--- src/rtl/ktbs_cmd_pkg.sv ---
// Shared definitions for the KTBS command controller: ASCII opcodes, report tag,
// controller state encoding and an opcode classifier used for index validation.
package ktbs_cmd_pkg;

    localparam logic [7:0] OP_G_ON      = 8'h31;  // "1"
    localparam logic [7:0] OP_G_OFF     = 8'h32;  // "2"
    localparam logic [7:0] OP_R_ON      = 8'h33;  // "3"
    localparam logic [7:0] OP_R_OFF     = 8'h34;  // "4"
    localparam logic [7:0] OP_ADC_SEL   = 8'h35;  // "5"
    localparam logic [7:0] OP_ADC_DESEL = 8'h36;  // "6"
    localparam logic [7:0] OP_ADC_ALL   = 8'h37;  // "7"
    localparam logic [7:0] OP_RST_ALL   = 8'h38;  // "8"
    localparam logic [7:0] OP_G_TGL     = 8'h39;  // "9"
    localparam logic [7:0] OP_R_TGL     = 8'h41;  // "A"
    localparam logic [7:0] OP_BLINK_SET = 8'h42;  // "B"
    localparam logic [7:0] OP_BLINK_CLR = 8'h43;  // "C"
    localparam logic [7:0] OP_REPORT    = 8'h52;  // "R"

    localparam logic [7:0] RPT_TAG = 8'h52;

    typedef enum logic [1:0] {
        ST_IDLE = 2'd0,
        ST_EXEC = 2'd1,
        ST_RPT  = 2'd2
    } state_t;

    // Which parameter bound the index of an opcode is checked against.
    typedef enum logic [1:0] {
        CLS_BAD = 2'd0,
        CLS_LED = 2'd1,
        CLS_ADC = 2'd2,
        CLS_ANY = 2'd3
    } op_class_t;

    function automatic op_class_t op_class(input logic [7:0] op);
        case (op)
            OP_G_ON, OP_G_OFF, OP_R_ON, OP_R_OFF, OP_G_TGL, OP_R_TGL,
            OP_BLINK_SET, OP_BLINK_CLR, OP_REPORT: return CLS_LED;
            OP_ADC_SEL, OP_ADC_DESEL:              return CLS_ADC;
            OP_ADC_ALL, OP_RST_ALL:                return CLS_ANY;
            default:                               return CLS_BAD;
        endcase
    endfunction

endpackage

--- src/rtl/ktbs_cmd_if.sv ---
// Command and report channels between the SPI front end (master) and the controller (slave).
// Both channels: a word transfers on a rising edge where valid & ready are both high;
// the source holds valid and data stable until that transfer, and ready never waits on valid.
interface ktbs_cmd_if;
    logic        cmd_valid;
    logic        cmd_ready;
    logic [15:0] cmd_data;
    logic        rpt_valid;
    logic        rpt_ready;
    logic [15:0] rpt_data;

    modport master (
        output cmd_valid, cmd_data, rpt_ready,
        input  cmd_ready, rpt_valid, rpt_data
    );

    modport slave (
        input  cmd_valid, cmd_data, rpt_ready,
        output cmd_ready, rpt_valid, rpt_data
    );
endinterface

--- src/rtl/ktbs_cmd_fifo.sv ---
// Synchronous FIFO for command words; DEPTH must be a power of two so the
// pointers wrap naturally. Push is ignored when full, pop ignored when empty.
module ktbs_cmd_fifo #(
    parameter int WIDTH = 16,
    parameter int DEPTH = 4
) (
    input  logic             clk,
    input  logic             rst,
    input  logic             push,
    input  logic [WIDTH-1:0] wdata,
    input  logic             pop,
    output logic [WIDTH-1:0] rdata,
    output logic             full,
    output logic             empty
);
    localparam int AW = $clog2(DEPTH);

    logic [WIDTH-1:0] mem [DEPTH];
    logic [AW-1:0]    wr_ptr;
    logic [AW-1:0]    rd_ptr;
    logic [AW:0]      count;
    logic             do_push;
    logic             do_pop;

    assign full    = (count == (AW+1)'(DEPTH));
    assign empty   = (count == '0);
    assign do_push = push && !full;
    assign do_pop  = pop && !empty;
    assign rdata   = mem[rd_ptr];

    always_ff @(posedge clk) begin
        if (do_push) begin
            mem[wr_ptr] <= wdata;
        end
    end

    always_ff @(posedge clk) begin
        if (rst) begin
            wr_ptr <= '0;
            rd_ptr <= '0;
            count  <= '0;
        end else begin
            if (do_push) wr_ptr <= wr_ptr + AW'(1);
            if (do_pop)  rd_ptr <= rd_ptr + AW'(1);
            count <= count + (AW+1)'(do_push) - (AW+1)'(do_pop);
        end
    end
endmodule

--- src/rtl/ktbs_cmd_ctrl.sv ---
// KTBS command controller: queued LED/ADC commands executed one at a time
// (IDLE -> EXEC -> optional RPT), with a blink overlay and a rejected-command counter.
module ktbs_cmd_ctrl
    import ktbs_cmd_pkg::*;
#(
    parameter int NLED       = 35,
    parameter int NADC       = 18,
    parameter int FIFO_DEPTH = 4,
    parameter int BLINK_DIV  = 24
) (
    input  logic            clk,
    input  logic            rst,
    ktbs_cmd_if.slave       bus,
    input  logic            en,
    output logic [NLED-1:0] gleds,
    output logic [NLED-1:0] rleds,
    output logic [NADC-1:0] adc_ncs,
    output logic [7:0]      err_cnt,
    output state_t          dbg_state
);
    state_t                 state_q, state_nx;
    logic                   fifo_full, fifo_empty, fifo_pop, do_exec;
    logic [15:0]            fifo_head, cmd_q, rpt_q, rpt_nx;
    logic [7:0]             op, idx;
    logic                   led_ok, adc_ok, cmd_ok;
    logic [NLED-1:0]        g_q, r_q, m_q, g_nx, r_nx, m_nx;
    logic [NLED-1:0]        led_bit, g_sh, r_sh, m_sh;
    logic [NADC-1:0]        adc_bit, ncs_nx;
    logic [7:0]             err_nx;
    logic [BLINK_DIV-1:0]   pre_q, pre_nx;

    assign bus.cmd_ready = !fifo_full && !rst;
    assign bus.rpt_valid = (state_q == ST_RPT);
    assign bus.rpt_data  = rpt_q;
    assign dbg_state     = state_q;

    ktbs_cmd_fifo #(.WIDTH(16), .DEPTH(FIFO_DEPTH)) u_fifo (
        .clk   (clk),
        .rst   (rst),
        .push  (bus.cmd_valid),
        .wdata (bus.cmd_data),
        .pop   (fifo_pop),
        .rdata (fifo_head),
        .full  (fifo_full),
        .empty (fifo_empty)
    );

    assign op      = cmd_q[15:8];
    assign idx     = cmd_q[7:0];
    assign led_ok  = ({1'b0, idx} < 9'(NLED));
    assign adc_ok  = ({1'b0, idx} < 9'(NADC));
    assign led_bit = NLED'(1) << idx;
    assign adc_bit = NADC'(1) << idx;
    assign g_sh    = g_q >> idx;
    assign r_sh    = r_q >> idx;
    assign m_sh    = m_q >> idx;

    always_comb begin
        cmd_ok = 1'b0;
        case (op_class(op))
            CLS_LED: cmd_ok = led_ok;
            CLS_ADC: cmd_ok = adc_ok;
            CLS_ANY: cmd_ok = 1'b1;
            default: cmd_ok = 1'b0;
        endcase
    end

    always_ff @(posedge clk) begin
        if (rst) state_q <= ST_IDLE;
        else     state_q <= state_nx;
    end

    always_comb begin
        state_nx = state_q;
        fifo_pop = 1'b0;
        do_exec  = 1'b0;
        case (state_q)
            ST_IDLE: if (!fifo_empty && en) begin
                fifo_pop = 1'b1;
                state_nx = ST_EXEC;
            end
            ST_EXEC: begin
                do_exec  = 1'b1;
                state_nx = (cmd_ok && op == OP_REPORT) ? ST_RPT : ST_IDLE;
            end
            ST_RPT:  if (bus.rpt_ready) state_nx = ST_IDLE;
            default: state_nx = ST_IDLE;
        endcase
    end

    // Next values of all architectural registers; a rejected command only bumps err_cnt.
    always_comb begin
        g_nx   = g_q;
        r_nx   = r_q;
        m_nx   = m_q;
        ncs_nx = adc_ncs;
        err_nx = err_cnt;
        rpt_nx = rpt_q;
        pre_nx = pre_q + BLINK_DIV'(1);
        if (do_exec) begin
            if (!cmd_ok) begin
                err_nx = (err_cnt == 8'hFF) ? err_cnt : err_cnt + 8'd1;
            end else begin
                case (op)
                    OP_G_ON:      g_nx = g_q | led_bit;
                    OP_G_OFF:     g_nx = g_q & ~led_bit;
                    OP_R_ON:      r_nx = r_q | led_bit;
                    OP_R_OFF:     r_nx = r_q & ~led_bit;
                    OP_G_TGL:     g_nx = g_q ^ led_bit;
                    OP_R_TGL:     r_nx = r_q ^ led_bit;
                    OP_BLINK_SET: m_nx = m_q | led_bit;
                    OP_BLINK_CLR: m_nx = m_q & ~led_bit;
                    OP_ADC_SEL:   ncs_nx = ~adc_bit;
                    OP_ADC_DESEL: ncs_nx = adc_ncs | adc_bit;
                    OP_ADC_ALL:   ncs_nx = '1;
                    OP_RST_ALL: begin
                        ncs_nx = '1;
                        g_nx   = '0;
                        r_nx   = '0;
                        m_nx   = '0;
                    end
                    OP_REPORT:    rpt_nx = {RPT_TAG, 5'b0, m_sh[0], r_sh[0], g_sh[0]};
                    default:      ;
                endcase
            end
        end
    end

    // LED outputs are registered from next-state values so they move on the execute edge.
    always_ff @(posedge clk) begin
        if (rst) begin
            cmd_q   <= '0;
            g_q     <= '0;
            r_q     <= '0;
            m_q     <= '0;
            adc_ncs <= '1;
            err_cnt <= '0;
            rpt_q   <= '0;
            pre_q   <= '0;
            gleds   <= '0;
            rleds   <= '0;
        end else begin
            if (fifo_pop) cmd_q <= fifo_head;
            g_q     <= g_nx;
            r_q     <= r_nx;
            m_q     <= m_nx;
            adc_ncs <= ncs_nx;
            err_cnt <= err_nx;
            rpt_q   <= rpt_nx;
            pre_q   <= pre_nx;
            gleds   <= g_nx & ~(m_nx & {NLED{~pre_nx[BLINK_DIV-1]}});
            rleds   <= r_nx & ~(m_nx & {NLED{~pre_nx[BLINK_DIV-1]}});
        end
    end
endmodule

--- src/flat_wrapper.sv ---
// flat-port wrapper written by rule: the top's interface ports become plain ports
module ktbs_cmd_ctrl_flat import ktbs_cmd_pkg::*;
#(
    parameter int NLED       = 35,
    parameter int NADC       = 18,
    parameter int FIFO_DEPTH = 4,
    parameter int BLINK_DIV  = 24
)
  (clk, rst, en, gleds, rleds, adc_ncs, err_cnt, dbg_state, bus_cmd_valid, bus_cmd_data, bus_rpt_ready, bus_cmd_ready, bus_rpt_valid, bus_rpt_data);
  ktbs_cmd_if bus_i ();
  input  logic clk;
  input  logic rst;
  input  logic en;
  output logic [NLED-1:0] gleds;
  output logic [NLED-1:0] rleds;
  output logic [NADC-1:0] adc_ncs;
  output logic [7:0] err_cnt;
  output state_t dbg_state;
  input wire logic [$bits(bus_i.cmd_valid)-1:0] bus_cmd_valid;
  input wire logic [$bits(bus_i.cmd_data)-1:0] bus_cmd_data;
  input wire logic [$bits(bus_i.rpt_ready)-1:0] bus_rpt_ready;
  output wire logic [$bits(bus_i.cmd_ready)-1:0] bus_cmd_ready;
  output wire logic [$bits(bus_i.rpt_valid)-1:0] bus_rpt_valid;
  output wire logic [$bits(bus_i.rpt_data)-1:0] bus_rpt_data;
  assign bus_i.cmd_valid = bus_cmd_valid;
  assign bus_i.cmd_data = bus_cmd_data;
  assign bus_i.rpt_ready = bus_rpt_ready;
  assign bus_cmd_ready = bus_i.cmd_ready;
  assign bus_rpt_valid = bus_i.rpt_valid;
  assign bus_rpt_data = bus_i.rpt_data;
  ktbs_cmd_ctrl #(.NLED(NLED), .NADC(NADC), .FIFO_DEPTH(FIFO_DEPTH), .BLINK_DIV(BLINK_DIV)) u_core (.clk(clk), .rst(rst), .bus(bus_i), .en(en), .gleds(gleds), .rleds(rleds), .adc_ncs(adc_ncs), .err_cnt(err_cnt), .dbg_state(dbg_state));
endmodule
--- config.mk ---
export PLATFORM = sky130hd
export DESIGN_NAME = ktbs_cmd_ctrl_flat
export DESIGN_NICKNAME = d
export VERILOG_FILES = /design/src/rtl/ktbs_cmd_pkg.sv /design/src/rtl/ktbs_cmd_if.sv /design/src/rtl/ktbs_cmd_fifo.sv /design/src/rtl/ktbs_cmd_ctrl.sv /design/src/flat_wrapper.sv
export SDC_FILE = /design/constraint.sdc
export NUM_CORES = 1
export LEC_CHECK = 0
export CELL_PAD_IN_SITES_DETAIL_PLACEMENT = 0
export CELL_PAD_IN_SITES_GLOBAL_PLACEMENT = 2
export CORE_MARGIN = 2
export CORE_UTILIZATION = 42
export CTS_BUF_LIST = sky130_fd_sc_hd__clkbuf_8
export CTS_CLUSTER_DIAMETER = 100
export DETAILED_ROUTE_END_ITERATION = 10
export GPL_TIMING_DRIVEN = 0
export HOLD_SLACK_MARGIN = 0.02
export PLACE_DENSITY = 0.95
export RECOVER_POWER = 50
export SLEW_MARGIN = 10
export SYNTH_ARGS = -nofsm -noshare
export SYNTH_HDL_FRONTEND = slang
export SYNTH_SLANG_ARGS = --single-unit
--- constraint.sdc ---
create_clock -name clk -period 4.08 [get_ports clk]
set_input_delay 0.408 -clock clk [delete_from_list [all_inputs] [get_ports clk]]
set_output_delay 0.408 -clock clk [all_outputs]
set_load 0.02 [all_outputs]
* Word-level counts from Yosys, hierarchy flattened
Memory sizes are Yosys's and may differ from the RTL's. A register that Yosys moved wholly into a read port is not among the register bits.
Cells that the tools add are included.
** Word-level totals
- Memories :: 1
- Flip-flop bits (word level) :: 238
- Bits in writable memories :: 64
- Output and inout port bits :: 116
- Word-level logic and storage cells :: 106
** Memory list
- u_core.u_fifo.mem :: depth 4, width 16, rd ports 1, clocked after memory_dff 1, write ports 1, line ktbs_cmd_fifo.sv:18 : logic [WIDTH-1:0] mem [DEPTH];
** Cells by class
- Add/subtract/negate cells :: 6
- Reduce and logical (&&, ||, !) cells :: 18
- Magnitude comparators :: 2
- Multiplexer cells :: 21
- Eq/ne operators :: 22
- Shift-type cells :: 5
- Bitwise operators :: 18
** Operators with widths (number)
- one-hot mux 35 bit (4 select lines) :: 2
- AND 35 bit :: 6
- two-way mux 35 bit :: 6
- bitwise OR 35 bit :: 3
- one-hot mux 35 bit (3 select lines) :: 1
- right shift 35 x 8 -> 1 bit :: 3
- == test 8 x 6 -> 1 bit, second input constant :: 9
- inverter 35 bit :: 2
- bitwise XOR 35 bit :: 2
- one-hot mux 18 bit (3 select lines) :: 1
- left shift 1 x 8 -> 35 bit, first input constant :: 1
- == test 8 x 7 -> 1 bit, second input constant :: 4
- adder 24 x 1 -> 24 bit, second input constant :: 1
- inverter 18 bit :: 1
- bitwise OR 18 bit :: 1
- left shift 1 x 8 -> 18 bit, first input constant :: 1
- one-hot mux 2 bit (3 select lines) :: 2
- AND reduction 3 bit :: 3
- OR reduction 9 bit :: 1
- adder 8 x 1 -> 8 bit, second input constant :: 1
- == test 8 bit, second input constant :: 1
- < comparator 8 x 5 -> 1 bit, second input constant :: 1
- < comparator 8 x 6 -> 1 bit, second input constant :: 1
- == test 2 bit, second input constant :: 3
- 18 further kinds :: 35

* Longest topological paths before layout
Gate-level depths: netlist (run 1).
- Depth after elaboration :: 10
- Gate-level depth with buffers :: 13
- Mapped depth without buffers :: 11

* Hierarchy
Synthesis (run 1) repeated with hierarchy kept, for this count alone.
** Unflattened totals
- Cell total of the unflattened synthesis :: 1867
- Area, all modules :: 17331.6 um^2
** By module, submodules not included
- ktbs_cmd_ctrl :: cells an instance 1732, times used 1, area each 14522.7 um^2, seq. area each 4944.7 um^2
- ktbs_cmd_fifo :: cells an instance 135, times used 1, area each 2808.9 um^2, seq. area each 2102.0 um^2

* Least setup slack after synthesis (run 1)
Ideal clock, no wire load.
- Path kind :: flip-flop to flip-flop
- From :: register u_core.u_fifo.count[1]
- To :: register u_core.u_fifo.count[2]
- Data arrival time :: 2.671 ns
- Setup time :: 0.128 ns
- Period minus slack after synthesis :: 2.799 ns
- Stages on the path, launching flop included :: 12
- Slack :: 1.281 ns
- Path through :: dfxtp_1 -> o311ai_1 -> inv_2 -> clkbuf_1 -> ha_1 -> inv_1 -> ha_1 -> inv_1 -> fa_1 -> xor2_1 -> xnor2_1 -> nor2_1
** On the way
- Word-level cells in the longest chain between the ends :: 7
- Elaborated cells on any way between the ends :: 11
** Ends and longest elaborated chain
- start, declared :: line ktbs_cmd_fifo.sv:21 : logic [AW:0] count;
- start signal, assigned :: line ktbs_cmd_fifo.sv:45 : count <= count + (AW+1)'(do_push) - (AW+1)'(do_pop);
- logical NOT 3 bit (*) :: line ktbs_cmd_fifo.sv:26 : assign empty = (count == '0);
- logical NOT 1 bit (*) :: line ktbs_cmd_fifo.sv:28, ktbs_cmd_ctrl.sv:78
- logical AND 1 bit :: line ktbs_cmd_ctrl.sv:78 : ST_IDLE: if (!fifo_empty && en) begin
- two-way mux 1 bit :: line ktbs_cmd_ctrl.sv:78
- two-way mux 1 bit :: line ktbs_cmd_ctrl.sv:77 : case (state_q)
- logical AND 1 bit (*) :: line ktbs_cmd_fifo.sv:28 : assign do_pop = pop && !empty;
- via u_core.u_fifo.do_pop :: line ktbs_cmd_fifo.sv:23 : logic do_pop;
- subtractor 3 x 1 -> 3 bit (*) :: line ktbs_cmd_fifo.sv:45
The timed path passes the listed nets; every way through them passes the cells marked *.
A chain may end at the register's enable or synchronous reset.

* Final worst setup path (run 1)
- From :: input rst
- To :: output bus_cmd_ready
** On the way
- Word-level cells in the longest chain between the ends :: 2
** Ends and longest elaborated chain
- start, declared :: line flat_wrapper.sv:12 : input logic rst;
- logical NOT 1 bit :: line ktbs_cmd_ctrl.sv:32 : assign bus.cmd_ready = !fifo_full && !rst;
- logical AND 1 bit :: line ktbs_cmd_ctrl.sv:32
- end, declared :: line flat_wrapper.sv:22 : output wire logic [$bits(bus_i.cmd_ready)-1:0] bus_cmd_ready;
Every way passes these cells.

==> results of run 1 <==
-- flip-flops by register name (all words and copies together), names as in the netlist --
signal / flops
u_core.u_fifo.mem: 64
u_core.rleds: 35
u_core.u_fifo.rd_ptr: 2
u_core.m_q: 35
u_core.adc_ncs: 18
u_core.gleds: 35
u_core.u_fifo.wr_ptr: 2
u_core.u_fifo.count: 3
u_core.pre_q: 24
u_core.bus.rpt_data: 4
u_core.r_q: 35
u_core.cmd_q: 16
u_core.dbg_state: 2
u_core.err_cnt: 8
u_core.g_q: 35
-- layout make-up --
type | count | area share, %
Sequential cell | 318 | 32.4
Clock inverter | 39 | 1.90
Buffer | 168 | 4.03
Clock buffer | 65 | 4.14
Multi-Input combinational cell | 1348 | 46.4
Timing Repair Buffer | 125 | 5.79
Tap cell | 585 | 3.39
Inverter | 115 | 2.00
-- stage by stage --
stage                     std cells  total power [W]  hold slack, ns  area (µm²)
after CTS                      2763          0.00930           0.333       21600
after global placement         2659          0.00584           0.449       20300
final                          2763          0.00929           0.440       21600
after floorplan                1949          0.00507           0.430       18300
after global routing           2763          0.00965           0.427       21600
after detailed placement       2659          0.00587           0.458       20300
-- cells in the mapped netlist, drive strengths merged (3+ instances only) --
| cell type | number | area, µm² |
|---|---|---|
| nor2b | 47 | 294 |
| or4 | 6 | 48.8 |
| or3 | 3 | 18.8 |
| nor3 | 66 | 676 |
| nor4b | 3 | 26.3 |
| xor2 | 14 | 123 |
| o221ai | 7 | 61.3 |
| nor4 | 8 | 71.3 |
| nand4 | 84 | 532 |
| or2 | 5 | 31.3 |
| ha | 148 | 1850 |
| o2bb2ai | 35 | 307 |
| mux4 | 25 | 563 |
| nor2 | 191 | 724 |
| a31oi | 4 | 25.0 |
| a21oi | 222 | 1140 |
| o31ai | 75 | 882 |
| xnor2 | 12 | 113 |
| nand3 | 15 | 75.1 |
| nand2 | 113 | 424 |
| nor3b | 4 | 40.0 |
| o21ai | 49 | 245 |
| o22ai | 12 | 75.1 |
| and4 | 5 | 43.8 |
| inv | 115 | 432 |
| o211ai | 3 | 22.5 |
| a21boi | 5 | 37.5 |
| dfxtp | 254 | 5080 |
| clkbuf | 81 | 304 |
| and2 | 43 | 272 |
| buf | 87 | 569 |
| o2111ai | 3 | 26.3 |
| a211oi | 21 | 173 |
| edfxtp | 64 | 1920 |
| nand2b | 12 | 75.1 |
| mux2i | 71 | 711 |
-- cells by family after synthesis --
family / Yosys count / share of synthesized area, %
AO/OA/AOI/OAI: 448 / 17.0
XOR/XNOR: 26 / 1.29
adder cells (fa/ha/maj): 149 / 10.2
buffers and inverters: 283 / 7.13
flip-flops: 318 / 38.3
multiplexers: 98 / 7.09
other: 1 / 0.0205
AND/OR/NAND/NOR: 617 / 18.9
-- where the power goes --
group / leakage [nW] / internal (W) / switching, W
clock network: 0.712 / 0.00198 / 0.00145
logic: 4.58 / 0.000665 / 0.00176
registers: 2.64 / 0.00335 / 0.0000816
-- critical path: cells and delay by family --
family                 cells  cell delay, ns
AOI/OAI and AO/OA          1            0.11
buffers and inverters      4            2.70
-- per-layer routing --
| layer | routed length [µm] | share of wire, % |
|---|---|---|
| met5 | 13 | 0.021 |
| met4 | 2470 | 4.0 |
| met3 | 4770 | 7.8 |
| met2 | 28500 | 47 |
| met1 | 25500 | 42 |
-- worst max-delay path by stage --
stage	start	to	slack, ns	cells after the start
after detailed placement	rst	bus_cmd_ready	0.53	5
after global placement	rst	bus_cmd_ready	0.56	5
after floorplan	u_core.u_fifo.count[1]$_SDFF_PP0_	u_core.u_fifo.count[2]$_SDFF_PP0_	1.28	11
final	rst	bus_cmd_ready	0.44	5
after global routing	rst	bus_cmd_ready	0.33	5
after CTS	rst	bus_cmd_ready	0.52	5
==> reports/results.tsv, run 1 <==
stage	metric	value	unit
timing	slew_viol_final	0	
grt	grt_util_all_layers	27.0	%
setup_path	critPathRequiredTime	3.67	ns
clock_network	cts_tree	yes	
layout	final_nets	2302	
layout	fillCellCount	4088	
timing	finalWorstSetupSlack	0.444	ns
floorplanning	fp-row-count	76	
layout	diodes	0	
layout	layout_common_cells	dfxtp_1, a21oi_1, nor2_1, ha_1, inv_1	
floorplanning	coreArea	0.0431	mm²
timing	relSlewSlack	17.7	%
setup_path	rrSetupSlack	0.69	ns
layout	seq_area	0.00701	mm²
clock_network	cts.sinks	318	
setup_path	worst_r2r_endpoint	u_core.gleds[20]$_SDFF_PP0_	
placement	post-dp-hpwl	44300	µm
power	p_per_area	430	mW/mm²
yosys	synth_area	0.0183	mm²
setup_path	slowest_stage	clkbuf_1	
drt	wire_per_inst	22.2	µm
timing	final-setup-viol-count	0	
layout	final_common_cell	dfxtp_1	
setup_path	critPathLaunchType	input port	
setup_path	arrival	3.23	ns
yosys	avgSynthCellArea	9.43	µm²
run_status	status	finished, final reports clean	
placement	gp_congestion	0.943	
grt	met3_usage	6.27	%
clock_network	clkTransAtPathRegs	0.06	ns
yosys	synth_cells	1940	
clock_network	post_cts_buffers	0	
timing	period_needed	3.64	ns
grt	first_global_vias	15642	
layout	drive_gt1_share	14.1	%
yosys	synth_warnings	0	
setup_path	r2r_cells	13	
floorplanning	io_pins	137	
clock_network	htree_levels	2	
drt	drt-total-wl	61300	µm
setup_path	cpPeakStageDelay	0.78	ns
worst_hold_path	hp-class	input port to flip-flop	
grt	use_met2	44.2	%
timing	hold_viol	0	
timing	setup_tns	0	ns
yosys	synth-main-ff-cell	dfxtp_1	
clock_network	numCtsBuffers	56	
timing	timing.final.crit_share	89.1	%
yosys	yosysSeqAreaShare	38.3	%
timing	rsz0062_at_grt	no	
grt	gr-usage-met1	34.5	%
layout	final_core_util	50.2	%
timing	tightest_slew	1.23	ns
setup_path	path_common_cell	clkbuf_1	
clock_network	cts.path.max_buffers	3	
setup_path	crit_chain	clkbuf_1 -> clkbuf_1 -> clkbuf_1 -> a21oi_1 -> clkdlybuf4s50_1	
yosys	synth-seq-cells	318	
setup_path	r2r-start	u_core.cmd_q[6]$_SDFFE_PP0P_	
layout	layout-area-overhead-vs-synth	18.2	%
timing	fmax	275	MHz
grt	gr-total-overflow	0	
floorplanning	start_util	42.5	%
drt	first_pass_iters	6	
timing	skew	0.0322	ns
clock_network	cts_root_buffer	clkbuf_8	
grt	grt_max_degree	18	
floorplanning	fp.dieArea	0.0452	mm²
placement	port_buffers	125	
drt	drt_iter0_markers	1317	
power	p_leak	7.93	nW
layout	multi_input_area	0.0100	mm²
clock_network	cts_resized	0	
drt	drc_errors	0	
grt	antenna_found_initial	1	
placement	post-place-ws	0.532	ns
floorplanning	die_w	213	µm
power	vdd_drop_max	0.274	mV
flow_run	cap_viol_max_count	0	
drt	vias	15764	
floorplanning	die_h	213	µm
setup_path	path_max_fanout	10	
drt	viasPerCell	5.71	
worst_hold_path	min_to	u_core.u_fifo.mem[1][13]$_DFFE_PP_	
drt	ant_nets	0	
setup_path	worst-setup-path-type	input port to output port	
worst_hold_path	hold_path_depth	1	
worst_hold_path	min_from	bus_cmd_data[13]	
setup_path	worstSetupEndpointType	output port	
grt	busiest_layer	met2	
clock_network	hold_buffers	0	
grt	grt_pass1_wl	92600	µm
yosys	synth-edff-count	64	
clock_network	clock_latency	0.68	ns
yosys	synthDistinctLibCells	82	
yosys	ys_async_sr_fraction	0	%
Power figures use the tool's default switching activity.
==> run 2: changes to the inputs <==
- CORE_UTILIZATION: 42 -> 35
- CTS_CLUSTER_DIAMETER: 100 -> 50
- PLACE_DENSITY: 0.95 -> 0.89
- clock period: 4.08 -> 2.9 ns (I/O delays scaled with it)
==> run 2 against run 1 <==
Compared with the run above: utilization down 6.2 points; critical path depth is 7 higher; flip-flop and latch count stayed put; design area up 4.7%; first-iteration DRC count is 4.4% higher; die area rose by 20%; register-to-register slack worse by 0.68 ns; sequential share of layout area decreased by 1.4 points; worst setup slack got worse by 0.44 ns; sequential power grew 41%; final cell count grew 5.4%; wire length up 4.5%.
==> reports/results.tsv, run 2 (same netlist as run 1, synthesis figures left out) <==
stage	metric	value	unit	change
worst_hold_path	hp-class	input port to flip-flop		
power	p_seq_share	36.1	%	-0.9 points
grt	grt_util_all_layers	23.4	%	-3.6 points
floorplanning	fp-row-count	83		+9.2%
setup_path	arrival	3.50	ns	+0.27 ns
power	total_power	0.0134	W	+44%
floorplanning	io_pins	137		unchanged
drt	vias	15885		+0.77%
timing	skew	0.0374	ns	+0.00521 ns
layout	top_register	u_core.u_fifo.mem		
timing	relSlewSlack	22.3	%	+4.6 points
power	swShare	36.6	%	+1.2 points
setup_path	cpPeakStageDelay	0.58	ns	-0.20 ns
timing	timing.final.crit_share	99.7	%	
layout	layout_common_cells	dfxtp_1, nor2_1, a21oi_1, ha_1		
drt	first_pass_iters	7		+1
layout	largest_reg_flops	64		unchanged
power	vdd_drop_max	0.488	mV	+78%
grt	grt_pass1_wl	96100	µm	+3.8%
timing	tightest_slew	1.17	ns	-0.0688 ns
drt	viasPerCell	5.46		-4.4%
grt	gr-total-overflow	0		unchanged
placement	dp.cells	2754		+3.6%
flow_run	cap_viol_max_count	0		unchanged
power	power_frac_comb	28.8	%	+2.7 points
floorplanning	die_w	233	µm	+9.4%
setup_path	crit_chain	buf_6 -> or4b_4 -> buf_12 -> nor2_4 -> nand2_2 -> ha_1 -> and2_0 -> o21ai_0 -> a21oi_1 -> nand4_1 -> a21oi_2 -> a21boi_4		
timing	hold_viol	0		unchanged
floorplanning	coreArea	0.0515	mm²	+20%
floorplanning	start_util	35.5	%	-7.0 points
floorplanning	die_h	233	µm	+9.4%
layout	final_nets	2354		+2.3%
floorplanning	fp.dieArea	0.0541	mm²	+20%
run_status	status	finished, final reports clean		
timing	fmax	346	MHz	
grt	first_global_vias	15832		+1.2%
power	p_clk_share	35.1	%	-1.8 points
grt	antenna_found_initial	0		-1
timing	hold-worst-slack	0.295	ns	-0.145 ns
grt	grt_max_degree	20		+2
layout	drive_gt1_share	21.5	%	+7.4 points
layout	diodes	0		unchanged
power	p_per_area	592	mW/mm²	+38%
timing	setup_tns	0	ns	unchanged
layout	layout-area-overhead-vs-synth	23.7	%	
setup_path	slowest_stage	or4b_4		
clock_network	htree_levels	2		unchanged
setup_path	critPathLaunchType	flip-flop		
clock_network	cts.path.max_buffers	3		unchanged
timing	final-setup-viol-count	0		unchanged
drt	ant_nets	0		unchanged
drt	drt_iter0_markers	1375		+4.4%
setup_path	worstSetupEndpointType	flip-flop		
setup_path	critPathRequiredTime	3.51	ns	-0.16 ns
timing	period_needed	2.89	ns	
drt	wire_per_inst	22.0	µm	-0.84%
placement	post-dp-hpwl	45800	µm	+3.4%
power	internal_power	0.00850	W	+42%
power	p_leak	8.06	nW	+1.7%
timing	rsz0062_at_grt	yes		
placement	gp_congestion	0.923		-2.1%
drt	drt-total-wl	64100	µm	+4.5%
setup_path	worst-setup-path-type	flip-flop to flip-flop		
timing	slew_viol_final	0		unchanged
layout	finalNonFillerCells	2911		+5.4%
clock_network	cts_root_buffer	clkbuf_8		
clock_network	cts_tree	yes		
drt	drc_errors	0		unchanged
clock_network	clkTransAtPathRegs	0.06	ns	about the same
clock_network	cts.sinks	318		unchanged
setup_path	path_max_fanout	10		unchanged
clock_network	numCtsBuffers	60		+7.1%
clock_network	clock_latency	0.72	ns	+0.04 ns
placement	port_buffers	125		unchanged
layout	final_common_cell	dfxtp_1		
power	switchingPower	0.00490	W	+49%
run 2: cell types whose count changed in the layout (fill, tap and decap cells not counted), sizes merged:
cell	previous run	this run
clkdlybuf4s50	5	109
dlygate4sd3	120	16
buf	84	132
clkbuf	149	154
bufinv	8	4
clkinvlp	1	4
inv	128	129
run 2: path summary, 6_finish.rpt:
path         slack (ns)  depth (start not counted)                    startpoint                                to
max               0.009                         12  u_core.cmd_q[6]$_SDFFE_PP0P_       u_core.gleds[24]$_SDFF_PP0_
min                0.30                          3                 bus_rpt_ready  u_core.dbg_state[1]$_SDFFE_PP0P_
max reg2reg       0.009                         12  u_core.cmd_q[6]$_SDFFE_PP0P_       u_core.gleds[24]$_SDFF_PP0_
min reg2reg        0.48                          1    u_core.pre_q[0]$_SDFF_PP0_        u_core.pre_q[0]$_SDFF_PP0_
run 2: critical path, delay by kind of cell (launching register included):
family	cells	cell delay (ns)
compound gates	4	0.69
fa+ha+maj	1	0.30
buf+inv	2	0.32
flops	1	0.31
simple gates	5	1.15
run 2: layout make-up:
cell class | instances | area [µm²]
Multi-Input combinational cell | 1348 | 10500
Clock inverter | 39 | 313
Buffer | 164 | 923
Tap cell | 680 | 851
Sequential cell | 318 | 7010
Fill cell | 5053 | 28900
Clock buffer | 70 | 963
Timing Repair Buffer | 177 | 1670
Inverter | 115 | 432
run 2: power by group through the flow:
stage               Sequential [W]  Combinational, W  Clock, W
finish                     0.00484           0.00387   0.00470
global route               0.00486           0.00409   0.00502
CTS                        0.00484           0.00351   0.00481
detailed placement         0.00493           0.00335         0
global placement           0.00491           0.00331         0
floorplan                  0.00489           0.00224         0
run 2: layer usage:
metal	GRT usage (%)	vias up	routed length (µm)
li1	-	7364	-
met1	30.0	7721	27000
met2	37.7	652	29600
met3	5.39	148	4980
met4	9.93	0	2490
met5	0	-	0
run 2: per-stage QoR:
stage / util (%) / setup WS, ns / instance area, µm²
global placement: 39.7 / -0.616 / 20400
CTS: 42.9 / -0.0827 / 22100
global route: 43.9 / -0.0905 / 22600
detailed placement: 39.7 / -0.345 / 20400
floorplan: - / 0.101 / 18300
finish: 43.9 / 0.00894 / 22600
run 2: timing repair:
item,in CTS,in global routing
setup endpoints to repair,119,96
pin swaps,26,73
hold buffers,0,0
resized for setup,85,91
buffers inserted,17,34
gates cloned,0,1
